## src/rtl/dp_fsm_ctrl_if.sv

```systemverilog
// Token handshake bundle for dp_fsm_ctrl: two input tokens and two buffered
// output streams. master = controller side, slave = producer/consumer side.
interface dp_fsm_ctrl_if #(
    parameter int W = 8
);
    logic         i1_valid;
    logic         i2_valid;
    logic         i1_ack;
    logic         i2_ack;
    logic [W-1:0] o1_data;
    logic         o1_valid;
    logic         o1_ready;
    logic [W-1:0] o2_data;
    logic         o2_valid;
    logic         o2_ready;

    modport master (
        input  i1_valid,
        input  i2_valid,
        output i1_ack,
        output i2_ack,
        output o1_data,
        output o1_valid,
        input  o1_ready,
        output o2_data,
        output o2_valid,
        input  o2_ready
    );

    modport slave (
        output i1_valid,
        output i2_valid,
        input  i1_ack,
        input  i2_ack,
        input  o1_data,
        input  o1_valid,
        output o1_ready,
        input  o2_data,
        input  o2_valid,
        output o2_ready
    );
endinterface

```

## src/rtl/dp_fsm_ctrl.sv

```systemverilog
// Controller for a 4-state datapath: fires when both input tokens are present
// and both 1-entry output buffers can accept, and steps S1..S4 from f1/f2.
// Ports: clock, reset (async active-low), bus (dp_fsm_ctrl_if.master: i1/i2
//   valid/ack, o1/o2 data/valid/ready), state[1:0], fire, f1, f2,
//   dp_o1/dp_o2 [W-1:0], done.
// Optional feature: define DPC_ITER_LIMIT_EN to cap consecutive S4 firings
//   at MAX_ITER, after which the controller returns to S1 regardless of f2.
module dp_fsm_ctrl #(
    parameter int W        = 8,
    parameter int MAX_ITER = 15
) (
    input  logic           clock,
    input  logic           reset,
    dp_fsm_ctrl_if.master  bus,
    output logic [1:0]     state,
    output logic           fire,
    input  logic           f1,
    input  logic           f2,
    input  logic [W-1:0]   dp_o1,
    input  logic [W-1:0]   dp_o2,
    output logic           done
);

    typedef enum logic [1:0] {
        S1 = 2'd0,
        S2 = 2'd1,
        S3 = 2'd2,
        S4 = 2'd3
    } st_t;

    st_t          st_q;
    logic [W-1:0] o1_d_q;
    logic [W-1:0] o2_d_q;
    logic         o1_v_q;
    logic         o2_v_q;
    logic         done_q;
    logic         o1_free;
    logic         o2_free;

`ifdef DPC_ITER_LIMIT_EN
    localparam int IW = $clog2(MAX_ITER + 1);

    logic [IW-1:0] iter_q;
    logic [IW-1:0] iter_nx;

    assign iter_nx = iter_q + IW'(1);
`endif

    // A slot is free if empty or being drained this cycle, which lets a
    // token be taken and refilled in the same cycle.
    assign o1_free = !o1_v_q || bus.o1_ready;
    assign o2_free = !o2_v_q || bus.o2_ready;

    // Gate with reset so nothing is consumed while the block is held.
    assign fire = reset && bus.i1_valid && bus.i2_valid
               && o1_free && o2_free;

    assign bus.i1_ack   = fire;
    assign bus.i2_ack   = fire;
    assign bus.o1_data  = o1_d_q;
    assign bus.o1_valid = o1_v_q;
    assign bus.o2_data  = o2_d_q;
    assign bus.o2_valid = o2_v_q;
    assign state        = st_q;
    assign done         = done_q;

    always_ff @(posedge clock or negedge reset) begin
        if (!reset) begin
            st_q   <= S1;
            o1_d_q <= '0;
            o2_d_q <= '0;
            o1_v_q <= 1'b0;
            o2_v_q <= 1'b0;
            done_q <= 1'b0;
`ifdef DPC_ITER_LIMIT_EN
            iter_q <= '0;
`endif
        end else begin
            done_q <= 1'b0;
            if (fire) begin
                // New data wins over a same-cycle drain.
                o1_d_q <= dp_o1;
                o2_d_q <= dp_o2;
                o1_v_q <= 1'b1;
                o2_v_q <= 1'b1;
                unique case (st_q)
                    S1: begin
                        st_q <= S2;
                    end
                    S2: begin
                        st_q <= f1 ? S3 : S1;
                    end
                    S3: begin
                        if (f2) begin
                            st_q <= S4;
`ifdef DPC_ITER_LIMIT_EN
                            iter_q <= '0;
`endif
                        end else begin
                            st_q   <= S1;
                            done_q <= 1'b1;
                        end
                    end
                    S4: begin
`ifdef DPC_ITER_LIMIT_EN
                        if (!f2 || iter_nx == IW'(MAX_ITER)) begin
                            st_q   <= S1;
                            done_q <= 1'b1;
                            iter_q <= '0;
                        end else begin
                            iter_q <= iter_nx;
                        end
`else
                        if (!f2) begin
                            st_q   <= S1;
                            done_q <= 1'b1;
                        end
`endif
                    end
                    default: begin
                        st_q <= S1;
                    end
                endcase
            end else begin
                if (bus.o1_ready) o1_v_q <= 1'b0;
                if (bus.o2_ready) o2_v_q <= 1'b0;
            end
        end
    end

endmodule
```

## src/flat_wrapper.sv

```systemverilog
// flat-port wrapper written by rule: the top's interface ports become plain ports
module dp_fsm_ctrl_flat 
#(
    parameter int W        = 8,
    parameter int MAX_ITER = 15
)
  (clock, reset, state, fire, f1, f2, dp_o1, dp_o2, done, bus_i1_valid, bus_i2_valid, bus_i1_ack, bus_i2_ack, bus_o1_data, bus_o1_valid, bus_o1_ready, bus_o2_data, bus_o2_valid, bus_o2_ready);
  dp_fsm_ctrl_if #(.W(W)) bus_i ();
  input  logic clock;
  input  logic reset;
  output logic [1:0] state;
  output logic fire;
  input  logic f1;
  input  logic f2;
  input  logic [W-1:0] dp_o1;
  input  logic [W-1:0] dp_o2;
  output logic done;
  input wire logic [$bits(bus_i.i1_valid)-1:0] bus_i1_valid;
  input wire logic [$bits(bus_i.i2_valid)-1:0] bus_i2_valid;
  output wire logic [$bits(bus_i.i1_ack)-1:0] bus_i1_ack;
  output wire logic [$bits(bus_i.i2_ack)-1:0] bus_i2_ack;
  output wire logic [$bits(bus_i.o1_data)-1:0] bus_o1_data;
  output wire logic [$bits(bus_i.o1_valid)-1:0] bus_o1_valid;
  input wire logic [$bits(bus_i.o1_ready)-1:0] bus_o1_ready;
  output wire logic [$bits(bus_i.o2_data)-1:0] bus_o2_data;
  output wire logic [$bits(bus_i.o2_valid)-1:0] bus_o2_valid;
  input wire logic [$bits(bus_i.o2_ready)-1:0] bus_o2_ready;
  assign bus_i.i1_valid = bus_i1_valid;
  assign bus_i.i2_valid = bus_i2_valid;
  assign bus_i1_ack = bus_i.i1_ack;
  assign bus_i2_ack = bus_i.i2_ack;
  assign bus_o1_data = bus_i.o1_data;
  assign bus_o1_valid = bus_i.o1_valid;
  assign bus_i.o1_ready = bus_o1_ready;
  assign bus_o2_data = bus_i.o2_data;
  assign bus_o2_valid = bus_i.o2_valid;
  assign bus_i.o2_ready = bus_o2_ready;
  dp_fsm_ctrl #(.W(W), .MAX_ITER(MAX_ITER)) u_core (.clock(clock), .reset(reset), .bus(bus_i), .state(state), .fire(fire), .f1(f1), .f2(f2), .dp_o1(dp_o1), .dp_o2(dp_o2), .done(done));
endmodule
```

## config.mk

```make
export PLATFORM = sky130hd
export DESIGN_NAME = dp_fsm_ctrl_flat
export DESIGN_NICKNAME = d
export VERILOG_FILES = /design/src/rtl/dp_fsm_ctrl_if.sv /design/src/rtl/dp_fsm_ctrl.sv /design/src/flat_wrapper.sv
export SDC_FILE = /design/constraint.sdc
export NUM_CORES = 1
export LEC_CHECK = 0
export ABC_AREA = 1
export CORE_MARGIN = 2
export CORE_UTILIZATION = 40
export CTS_CLUSTER_DIAMETER = 150
export DETAILED_ROUTE_END_ITERATION = 8
export PLACE_DENSITY = 0.84
export SLEW_MARGIN = 20
export SYNTH_ARGS = -nofsm -noshare
export SYNTH_HDL_FRONTEND = slang
export SYNTH_SLANG_ARGS = --single-unit
```

## constraint.sdc

```tcl
create_clock -name clock -period 1.9 [get_ports clock]
set_clock_uncertainty 0.05 [all_clocks]
set_input_delay 0.285 -clock clock [delete_from_list [all_inputs] [get_ports clock]]
set_output_delay 0.285 -clock clock [all_outputs]
set_load 0.01 [all_outputs]
```

==> impl_summary.txt, run 1 <==
----------------------------------------------------
[Final layout]
  Number of nets in the final layout ... approximately 180
  Combined flip-flop and latch cell area ... ~530 um2
  Growth of design area from synthesis to finish ... 59.8%
  Area of combinational cells with multiple inputs ... between 200 and 300 um2
  Fill cell count ... 190
  Antenna cells ... 0
  Share of final-layout standard cells stronger than drive strength 1 ... 11.2%

[STA]
  # setup viols final ... 0
  Number of max-slew violations in the final report ... 0
  Sum Neg Setup Slack ... 0 ps
  Worst hold margin ... just over 300 ps
  Normalized max-slew margin ... slightly above 80%
  Post-layout worst setup margin ... 113 ps
  Unrepaired setup endpoints after global routing ... false
  Post-route fraction of the period consumed by the critical path ... 94.1%
  Number of hold violations in the final report ... 0
  Maximum achievable frequency ... approximately 560 MHz
  Measured slew at the worst slew-check pin ... between 200 and 300 ps
  Shortest period the worst path allows ... approximately 1800 ps

[Detailed routing]
  Post-DRT Antenna Nets ... 0
  Number of detailed-route iterations in the first pass ... 3
  Routed via count divided by cell count ... 4.46
  DRC Markers ... 0
  Total number of vias ... 803
  Routed WL ... 2000 um
  Iter 0 DRT Violations ... 5
  Average wire per cell in the routed design ... about 11 um

[Global route]
  Overflow after GRT ... 0
  Overall routing resource usage ... between 15 and 20%
  Vias in the first global route ... 731
  Antenna violations before repair ... 0
  Global-route wire length before repair ... about 3200 um
  Pin count of the biggest net entering global routing ... 22

[Floorplan]
  IO Pins ... 48
  Initial Util ... between 40% and 50%
  # rows ... 17
  Die area ... ~2600 um2
  Area inside the core boundary ... 2150 um2
  Vert. Die Dim ... ~51 um
  Horizontal die dimension ... 51.0 um

[Worst setup path]
  Largest fanout of any net on the critical path ... 5
  Kind of end point of the critical path ... primary output
  Arrival time of data at the critical path endpoint ... 1450 ps
  Required time of the critical path ... around 1600 ps
  Crit path launch type ... primary input
  Worst R2R Start ... u_core.bus.o1_valid
  Logic depth of the worst register-to-register path ... 7
  Classification of the worst setup path ... in2out
  CP Launch Point ... reset

[Synth]
  Count of cell types in the netlist ... 14
  Share of synthesized area occupied by flip-flops and latches ... 59.5%
  Per-instance average area after synthesis ... 8.92 um2
  Number of synthesis warnings ... 0
  Top cell type by total area after synthesis ... sky130_fd_sc_hd__dfrtp_1
  Portion of synthesized cell area occupied by the leading cell type ... 59.5%
  Multiplexer fraction of the synthesized cell area ... 0%
  Compound-cell area share of the yosys netlist ... 0.567%
  Synth area leaders ... sky130_fd_sc_hd__dfrtp_1, sky130_fd_sc_hd__nand2_1, sky130_fd_sc_hd__buf_6, sky130_fd_sc_hd__nand3_1, sky130_fd_sc_hd__nor3_4
  Adder-cell area share of the yosys netlist ... 0%
  Synth Area in Simple Gates ... 32.3%
  Largest family of logic cells by synthesized area ... simple AND/OR/NAND/NOR gates
  Xor-xnor portion of the synthesized cell area ... 0%
  Synth Cell Area ... ~880 um2
  Count of mapped cells out of synthesis ... between 90 and 100
  Number of flip-flops and latches in the synthesized netlist ... 21
  Post-synthesis net count ... 123

[Power and ir drop]
  Sequential Power Share ... between 40 and 50%
  Switching portion of total power ... 29.5%
  Share of power burned in combinational logic ... between 30% and 40%
  Leakage power figure ... 0.000710 uW
  Switch Pwr ... ~360 uW
  Internal power of the cells ... just under 900 uW
  VDD IR max ... approximately 0.47 mV
  PD cells ... a little under 900 nW/um2
  Clk network pwr share ... between 15 and 20%

[Placed design]
  GP Congestion ... 0.756
  Half-perimeter wire length of the detailed placement result ... 1550 um
  Number of port buffers ... between 40 and 50
  DP Worst Slack ... -156 ps

[Job]
  Reported max-cap violation count ... 0

[Clocking]
  Master cell of the clock root buffer ... sky130_fd_sc_hd__clkbuf_4
  H-tree level count ... 1
  Clock buffers created by TritonCTS ... 3
  Total clock sinks ... 21
  Clock transition time at the flip-flop clock pins of the worst setup and hold paths ... approximately 110 ps
  Source-to-sink clock delay at the later pin of the worst-skew pair ... 290 ps
  Clock Tree Buf Depth ... 2
  TritonCTS clock tree ... yes
  Number of buffers added to fix hold violations after cts ... 0

[Run status]
  Status ... complete, no violations

[Worst hold path]
  Classification of the worst-slack hold path ... in2async

----------------------------------------------------
-- metal layers --
layer  up-vias  track usage (%)  wire (um)
li1        404                -          -
met1       364             21.5        853
met5         -                0          0
met3         2             2.63        161
met4         0             8.11         10
met2        33             26.8        973
-- layout make-up --
class                           instances  area share (%)
Tap cell                               28            2.48
Multi-Input combinational cell         69            20.6
Timing Repair Buffer                   54            36.8
Clock buffer                            4            1.86
Inverter                                4            1.06
Sequential cell                        21            37.2
-- sequential cells by signal, indices dropped and copies added (netlist names) --
signal and count:
u_core.bus.o1_data 8, u_core.bus.o2_data 8, u_core.state 2, u_core.bus.o1_valid 1
u_core.bus.o2_valid 1, u_core.done 1
-- critical path, cell delays in order --
cell	delay (ps)
sky130_fd_sc_hd__clkdlybuf4s50_1	480
sky130_fd_sc_hd__nand3_1	100
sky130_fd_sc_hd__nor2_2	160
sky130_fd_sc_hd__nand2_2	80
sky130_fd_sc_hd__inv_2	80
sky130_fd_sc_hd__dlygate4sd2_1	270
-- what timing repair did --
action                                  in CTS  in global routing
resized for setup                            3                  0
buffers inserted                             1                  0
endpoints found under the setup margin       3                  0
-- power by group through the flow --
stage	logic, uW	clock network [uW]	registers (uW)
after floorplan	120	0	642
after global placement	421	0	598
after detailed placement	431	0	604
after CTS	432	217	595
after global routing	466	239	606
final	425	209	594
-- path summary, 6_finish.rpt --
kind | slack (ps) | to
setup / recovery | 110 | bus_i2_ack
hold / removal | 300 | u_core.bus.o1_data[3]
setup reg to reg | 700 | u_core.bus.o2_data[2]
hold reg to reg | 440 | u_core.bus.o2_data[1]
max in group asynchronous | 1290 | u_core.bus.o2_data[1]
min in group clock | 440 | u_core.bus.o2_data[1]
-- cells in the mapped netlist --
master / count
sky130_fd_sc_hd__buf_4: 2
sky130_fd_sc_hd__buf_6: 2
sky130_fd_sc_hd__buf_8: 1
sky130_fd_sc_hd__dfrtp_1: 21
sky130_fd_sc_hd__inv_1: 2
sky130_fd_sc_hd__inv_2: 2
sky130_fd_sc_hd__nand2_1: 56
sky130_fd_sc_hd__nand2_2: 2
sky130_fd_sc_hd__nand3_1: 4
sky130_fd_sc_hd__nand4_1: 1
sky130_fd_sc_hd__nor2_1: 2
sky130_fd_sc_hd__nor2_2: 2
sky130_fd_sc_hd__nor3_4: 1
sky130_fd_sc_hd__o21ai_0: 1
-- cell usage in the layout (no fill, tap or decap), types with 2 or more instances in the layout --
cell	netlist	final
sky130_fd_sc_hd__nand3_1	4	4
sky130_fd_sc_hd__nor2_1	2	2
sky130_fd_sc_hd__clkdlybuf4s50_1	0	44
sky130_fd_sc_hd__inv_2	2	2
sky130_fd_sc_hd__nand2_1	56	56
sky130_fd_sc_hd__inv_1	2	2
sky130_fd_sc_hd__buf_4	2	7
sky130_fd_sc_hd__clkbuf_4	0	3
sky130_fd_sc_hd__nand2_2	2	2
sky130_fd_sc_hd__dfrtp_1	21	21
sky130_fd_sc_hd__nor2_2	2	2
sky130_fd_sc_hd__dlygate4sd2_1	0	3
-- through the flow --
step | util, % | cells | area, um2 | power (uW)
finish | 65.7 | 180 | 1410 | 1230
global placement | 64.3 | 175 | 1380 | 1020
detailed placement | 64.3 | 175 | 1380 | 1030
floorplan | - | 99 | 883 | 762
CTS | 65.7 | 180 | 1410 | 1240
global route | 65.7 | 180 | 1410 | 1310
-- kinds of logic after synthesis --
logic type | count (synthesis)
buffers and inverters | 9
AOI/OAI and AO/OA | 1
and+or+nand+nor | 68
DFF | 21
(Power assumes the default switching activity.)
==> run 2: changes to the inputs <==
==> constraint.sdc (replaced) <==
create_clock -name clock -period 1.9 [get_ports clock]
set_clock_uncertainty 0.05 [all_clocks]
set_input_delay 0.475 -clock clock [delete_from_list [all_inputs] [get_ports clock]]
set_output_delay 0.475 -clock clock [all_outputs]
set_load 0.01 [all_outputs]
==> impl_summary.txt, run 2 (synthesized netlist as in run 1, its figures left out) <==
----------------------------------------------------
[Run status]
  Status ... complete, no violations

[Detailed routing]
  Total number of vias ... 853 (+6.2%)
  Iter 0 DRT Violations ... 7 (+2)
  Post-DRT Antenna Nets ... 0 (unchanged)
  Routed WL ... 2120 um (+6.2%)
  Average wire per cell in the routed design ... 11.4 um (+2.8%)
  DRC Markers ... 0 (unchanged)
  Routed via count divided by cell count ... 4.59 (+2.8%)
  Number of detailed-route iterations in the first pass ... 4 (+1)

[Worst setup path]
  Required time of the critical path ... 1370 ps (-190 ps)
  Slowest cell delay on critical path ... 450 ps (-30 ps)
  CP max-delay cell ... sky130_fd_sc_hd__clkdlybuf4s50_1
  Classification of the worst setup path ... in2out
  Cells along the critical path ... clkdlybuf4s50_1, inv_1, nand2_1, nand2_2, inv_4, buf_6
  Largest fanout of any net on the critical path ... 4 (-1)
  Kind of end point of the critical path ... primary output
  Crit path launch type ... primary input
  Arrival time of data at the critical path endpoint ... 1310 ps (-140 ps)

[Floorplan]
  # rows ... 17 (unchanged)
  Vert. Die Dim ... 51.0 um (unchanged)
  Die area ... 2600 um2 (unchanged)
  Horizontal die dimension ... 51.0 um (unchanged)
  IO Pins ... 48 (unchanged)
  Area inside the core boundary ... 2150 um2 (unchanged)
  Initial Util ... 41.1% (unchanged)

[Clocking]
  Total clock sinks ... 21 (unchanged)
  Master cell of the clock root buffer ... sky130_fd_sc_hd__clkbuf_4
  Clock Tree Buf Depth ... 2 (unchanged)
  H-tree level count ... 1 (unchanged)
  Clock transition time at the flip-flop clock pins of the worst setup and hold paths ... 110 ps (about the same)
  Source-to-sink clock delay at the later pin of the worst-skew pair ... 290 ps (about the same)
  Number of buffers added to fix hold violations after cts ... 0 (unchanged)
  TritonCTS clock tree ... yes
  Clock buffers created by TritonCTS ... 3 (unchanged)

[Final layout]
  Growth of design area from synthesis to finish ... 66.6%
  Antenna cells ... 0 (unchanged)
  Most frequent cells in the layout ... sky130_fd_sc_hd__nand2_1, sky130_fd_sc_hd__clkdlybuf4s50_1, sky130_fd_sc_hd__dfrtp_1, sky130_fd_sc_hd__buf_4, sky130_fd_sc_hd__dlygate4sd2_1
  Share of final-layout standard cells stronger than drive strength 1 ... 17.1% (+5.9 points)
  Number of nets in the final layout ... 183 (+3.4%)
  Most common cell after layout, fill and taps aside ... sky130_fd_sc_hd__nand2_1

[STA]
  Sum Neg Setup Slack ... 0 ps (unchanged)
  Normalized max-slew margin ... 82.3% (-0.29 points)
  # setup viols final ... 0 (unchanged)
  Post-route fraction of the period consumed by the critical path ... 96.6% (+2.5 points)
  Maximum achievable frequency ... 545 MHz (-2.6%)
  Measured slew at the worst slew-check pin ... 266 ps (+4.29 ps)
  Number of max-slew violations in the final report ... 0 (unchanged)
  Unrepaired setup endpoints after global routing ... false
  Worst hold margin ... 258 ps (-46.3 ps)
  Shortest period the worst path allows ... 1830 ps (+47.4 ps)
  Number of hold violations in the final report ... 0 (unchanged)

[Power and ir drop]
  Clk network pwr share ... 16.5% (-0.5 points)
  Sequential Power Share ... 48.0% (-0.4 points)
  Leakage power figure ... 0.000744 uW (+4.7%)
  Switching portion of total power ... 29.5% (about the same)
  Overall power of the completed layout ... 1240 uW (+0.73%)
  Internal power of the cells ... 872 uW (+0.74%)
  VDD IR max ... 0.527 mV (+13%)
  Switch Pwr ... 365 uW (+0.68%)
  Share of power burned in combinational logic ... 35.5% (+0.9 points)
  PD cells ... 841 nW/um2 (-3.4%)

[Job]
  Reported max-cap violation count ... 0 (unchanged)

[Global route]
  Overflow after GRT ... 0 (unchanged)
  Overall routing resource usage ... 17.4% (+0.88 points)
  Antenna violations before repair ... 0 (unchanged)
  Vias in the first global route ... 782 (+7.0%)
  Pin count of the biggest net entering global routing ... 22 (unchanged)
  Global-route wire length before repair ... 3440 um (+7.6%)

[Placed design]
  Number of port buffers ... 47 (unchanged)
  Half-perimeter wire length of the detailed placement result ... 1540 um (-0.70%)
  GP Congestion ... 0.756 (unchanged)

[Worst hold path]
  Classification of the worst-slack hold path ... in2async

----------------------------------------------------
[run 2: changes by cell type in the layout (fill, tap and decap cells not counted)]
cell	change
sky130_fd_sc_hd__buf_4	+6
sky130_fd_sc_hd__clkdlybuf4s50_1	-4
sky130_fd_sc_hd__buf_6	+3
sky130_fd_sc_hd__dlygate4sd2_1	+1
sky130_fd_sc_hd__inv_2	-1
sky130_fd_sc_hd__inv_4	+1
sky130_fd_sc_hd__nand3_1	-1
sky130_fd_sc_hd__nand3_2	+1
sky130_fd_sc_hd__nor2_2	-1
sky130_fd_sc_hd__nor2_4	+1
[run 2: final timing paths]
| path | startpoint | to | slack (ps) | cells after the start |
|---|---|---|---|---|
| max | bus_o2_ready | bus_i2_ack | 70 | 6 |
| min | reset | u_core.done | 260 | 2 |
| max in group asynchronous | reset | u_core.bus.o1_data[3] | 1330 | 2 |
| min in group clock | u_core.bus.o1_data[6] | u_core.bus.o1_data[6] | 440 | 2 |
| min reg2reg | u_core.bus.o1_data[6] | u_core.bus.o1_data[6] | 440 | 2 |
| max reg2reg | u_core.bus.o1_valid | u_core.state[1] | 130 | 13 |
[run 2: what timing repair did]
item,in CTS,in global routing
setup buffers,7,0
setup endpoints to repair,3,3
pin swaps,4,0
hold endpoints to repair,0,0
resized for setup,21,1
[run 2: worst max-delay path, delay by kind of cell]
| kind | cells | cell delay (ps) |
|---|---|---|
| buffers and inverters | 4 | 670 |
| AND/OR/NAND/NOR | 2 | 170 |
[run 2: layout make-up]
type                    instances  area (um2)
clock buffers                   4        26.3
fillers                       160         677
inverters                       4        17.5
multi-input cells              69         300
flip-flops and latches         21         526
well taps                      28        35.0
repair buffers                 60         567
[run 2: power by group through the flow]
stage               clock network (uW)  registers (uW)  logic (uW)
floorplan                            0             642         120
global placement                     0             598         421
detailed placement                   0             602         432
CTS                                213             594         442
global route                       235             606         479
finish                             204             594         439
[run 2: metal layers]
| metal | vias up | global-route usage, % | wire (um) |
|---|---|---|---|
| li1 | 418 | - | - |
| met1 | 398 | 21.5 | 834 |
| met2 | 35 | 30.5 | 1100 |
| met3 | 2 | 2.63 | 173 |
| met4 | 0 | 6.76 | 10 |
| met5 | - | 0 | 0 |
[run 2: per-stage QoR]
stage | cell area, um2 | std cells | util, % | setup slack (ps)
5_1_grt | 1470 | 186 | 68.5 | 5.42
3_5_place_dp | 1380 | 175 | 64.3 | -536
4_1_cts | 1470 | 186 | 68.4 | 52.0
2_1_floorplan | 883 | 99 | - | 244
6_report | 1470 | 186 | 68.5 | 65.4
3_3_place_gp | 1380 | 175 | 64.3 | -455
==> run 3: changes to the inputs <==
Settings changed: CORE_ASPECT_RATIO from default to 1.75, CORE_UTILIZATION 40 to 35, PLACE_DENSITY 0.84 to 0.72.
==> impl_summary.txt, run 3 (synthesized netlist as in run 1, its figures left out) <==
----------------------------------------------------
[Worst setup path]
  Classification of the worst setup path ... in2out
  Endpoint of the lowest-slack register-to-register path ... u_core.bus.o2_data[1]
  CP bufs+invs ... 4 (unchanged)
  Crit path launch type ... primary input
  Kind of end point of the critical path ... primary output
  Cells along the critical path ... clkdlybuf4s50_1, inv_1, nand2_2, nand2_2, inv_4, buf_6
  Required time of the critical path ... 1370 ps (about the same)
  Most frequent CP cell ... sky130_fd_sc_hd__nand2_2
  Largest fanout of any net on the critical path ... 5 (+1)
  Arrival time of data at the critical path endpoint ... 1320 ps (about the same)
  Slowest cell delay on critical path ... 450 ps (about the same)
  CP max-delay cell ... sky130_fd_sc_hd__clkdlybuf4s50_1
  Worst R2R Start ... u_core.bus.o1_valid
  Logic depth of the worst register-to-register path ... 9 (-4)
  Minimum setup slack among reg-to-reg paths ... 620 ps (+490 ps)
  Largest delay share family, worst path ... buffers and inverters

[Floorplan]
  # rows ... 24 (+7)
  Vert. Die Dim ... 70.5 um (+38%)
  Area inside the core boundary ... 2430 um2 (+13%)
  Initial Util ... 36.3% (-4.8 points)
  Horizontal die dimension ... 42.0 um (-18%)
  IO Pins ... 48 (unchanged)
  Die area ... 2960 um2 (+14%)

[Detailed routing]
  Number of detailed-route iterations in the first pass ... 3 (-1)
  Iter 0 DRT Violations ... 18 (+11)
  Routed via count divided by cell count ... 4.61 (+0.50%)
  Average wire per cell in the routed design ... 11.8 um (+3.0%)
  DRC Markers ... 0 (unchanged)
  Total number of vias ... 825 (-3.3%)
  Post-DRT Antenna Nets ... 0 (unchanged)
  Routed WL ... 2100 um (-0.89%)

[Clocking]
  Total clock sinks ... 21 (unchanged)
  H-tree level count ... 1 (unchanged)
  Source-to-sink clock delay at the later pin of the worst-skew pair ... 260 ps (-30 ps)
  Clock Tree Buf Depth ... 2 (unchanged)
  Master cell of the clock root buffer ... sky130_fd_sc_hd__clkbuf_8
  TritonCTS clock tree ... yes
  Clock transition time at the flip-flop clock pins of the worst setup and hold paths ... 70 ps (-40 ps)
  Number of buffers added to fix hold violations after cts ... 0 (unchanged)
  Clock buffers created by TritonCTS ... 3 (unchanged)

[Power and ir drop]
  Internal power of the cells ... 935 uW (+7.2%)
  Leakage power figure ... 0.000724 uW (-2.6%)
  Switch Pwr ... 376 uW (+3.1%)
  PD cells ... 909 nW/um2 (+8.1%)
  VDD IR max ... 0.581 mV (+10%)
  Switching portion of total power ... 28.7% (-0.80 points)
  Sequential Power Share ... 45.4% (-2.6 points)
  Overall power of the completed layout ... 1310 uW (+6.0%)
  Share of power burned in combinational logic ... 32.8% (-2.7 points)
  Clk network pwr share ... 21.7% (+5.2 points)

[Global route]
  Antenna violations before repair ... 0 (unchanged)
  Overflow after GRT ... 0 (unchanged)
  Vias in the first global route ... 847 (+8.3%)
  Global-route wire length before repair ... 3660 um (+6.6%)
  Pin count of the biggest net entering global routing ... 22 (unchanged)
  Overall routing resource usage ... 16.2% (-1.2 points)

[Final layout]
  Final design area excluding fillers ... 1440 um2 (-2.0%)
  Growth of design area from synthesis to finish ... 63.3%
  Most common cell after layout, fill and taps aside ... sky130_fd_sc_hd__nand2_1
  Most frequent cells in the layout ... sky130_fd_sc_hd__nand2_1, sky130_fd_sc_hd__clkdlybuf4s50_1, sky130_fd_sc_hd__dfrtp_1, sky130_fd_sc_hd__buf_4
  Number of nets in the final layout ... 178 (-2.7%)
  Antenna cells ... 0 (unchanged)
  Share of final-layout standard cells stronger than drive strength 1 ... 14.4% (-2.7 points)

[Placed design]
  GP Congestion ... 0.705 (-6.8%)
  Half-perimeter wire length of the detailed placement result ... 1640 um (+7.1%)
  Placed Area ... 1380 um2 (-0.18%)
  Number of port buffers ... 47 (unchanged)

[STA]
  Post-route fraction of the period consumed by the critical path ... 96.9% (+0.33 points)
  # setup viols final ... 0 (unchanged)
  Number of max-slew violations in the final report ... 0 (unchanged)
  Shortest period the worst path allows ... 1840 ps (+6.18 ps)
  Unrepaired setup endpoints after global routing ... false
  Number of hold violations in the final report ... 0 (unchanged)
  Maximum achievable frequency ... 543 MHz (-0.34%)
  Normalized max-slew margin ... 82.3% (about the same)
  Measured slew at the worst slew-check pin ... 266 ps (+0.106 ps)

[Job]
  Reported max-cap violation count ... 0 (unchanged)

[Run status]
  Status ... complete, no violations

[Worst hold path]
  Classification of the worst-slack hold path ... in2async

----------------------------------------------------
==> run 3: how the worst max path moves through the flow <==
stage	depth (start not counted)	to	slack (ps)	startpoint
4_1_cts	6	bus_i2_ack	30	bus_o2_ready
6_report	6	bus_i2_ack	60	bus_o2_ready
3_3_place_gp	6	bus_i1_ack	-510	reset
3_5_place_dp	6	bus_i2_ack	-510	reset
2_1_floorplan	6	bus_i2_ack	240	bus_i2_valid
5_1_grt	6	bus_i2_ack	0.6	bus_o2_ready
==> run 3: repair_timing <==
item / in CTS / in global routing
pin swaps: 2 / 0
endpoints found under the setup margin: 3 / 3
setup buffers: 1 / 1
gates resized for setup: 20 / 1
gates cloned: 0 / 0
==> run 3: routing by layer <==
metal / GRT usage, % / up-vias / part of all wire, %
met1: 18.9 / 390 / 38
met4: 8.24 / 0 / 1.8
met3: 3.36 / 5 / 5.2
met2: 27.3 / 26 / 55
li1: - / 404 / -
met5: 0 / - / 0
==> run 3: area by class of cell <==
cell class / count / area (um2)
Sequential cell: 21 / 526
Timing Repair Buffer: 55 / 529
Inverter: 4 / 17.5
Clock buffer: 4 / 45.0
Multi-Input combinational cell: 69 / 293
Fill cell: 232 / 990
Tap cell: 26 / 32.5
==> run 3: through the flow <==
stage                     instances  utilization (%)  hold slack (ps)  TNS [ps]  worst slack (ps)
after floorplan                  99                -              129         0               244
after global placement          173             56.7              411     -1510              -510
after global routing            179             59.3              304         0             0.586
after detailed placement        173             56.7              414     -1530              -513
after CTS                       178             58.9              288         0              30.9
final                           179             59.3              276         0              59.3
==> run 3: power groups by stage <==
stage	clock network, uW	registers [uW]	logic (uW)
floorplan	0	642	120
global placement	0	601	425
detailed placement	0	604	436
finish	285	596	430
global route	316	608	472
CTS	295	596	437
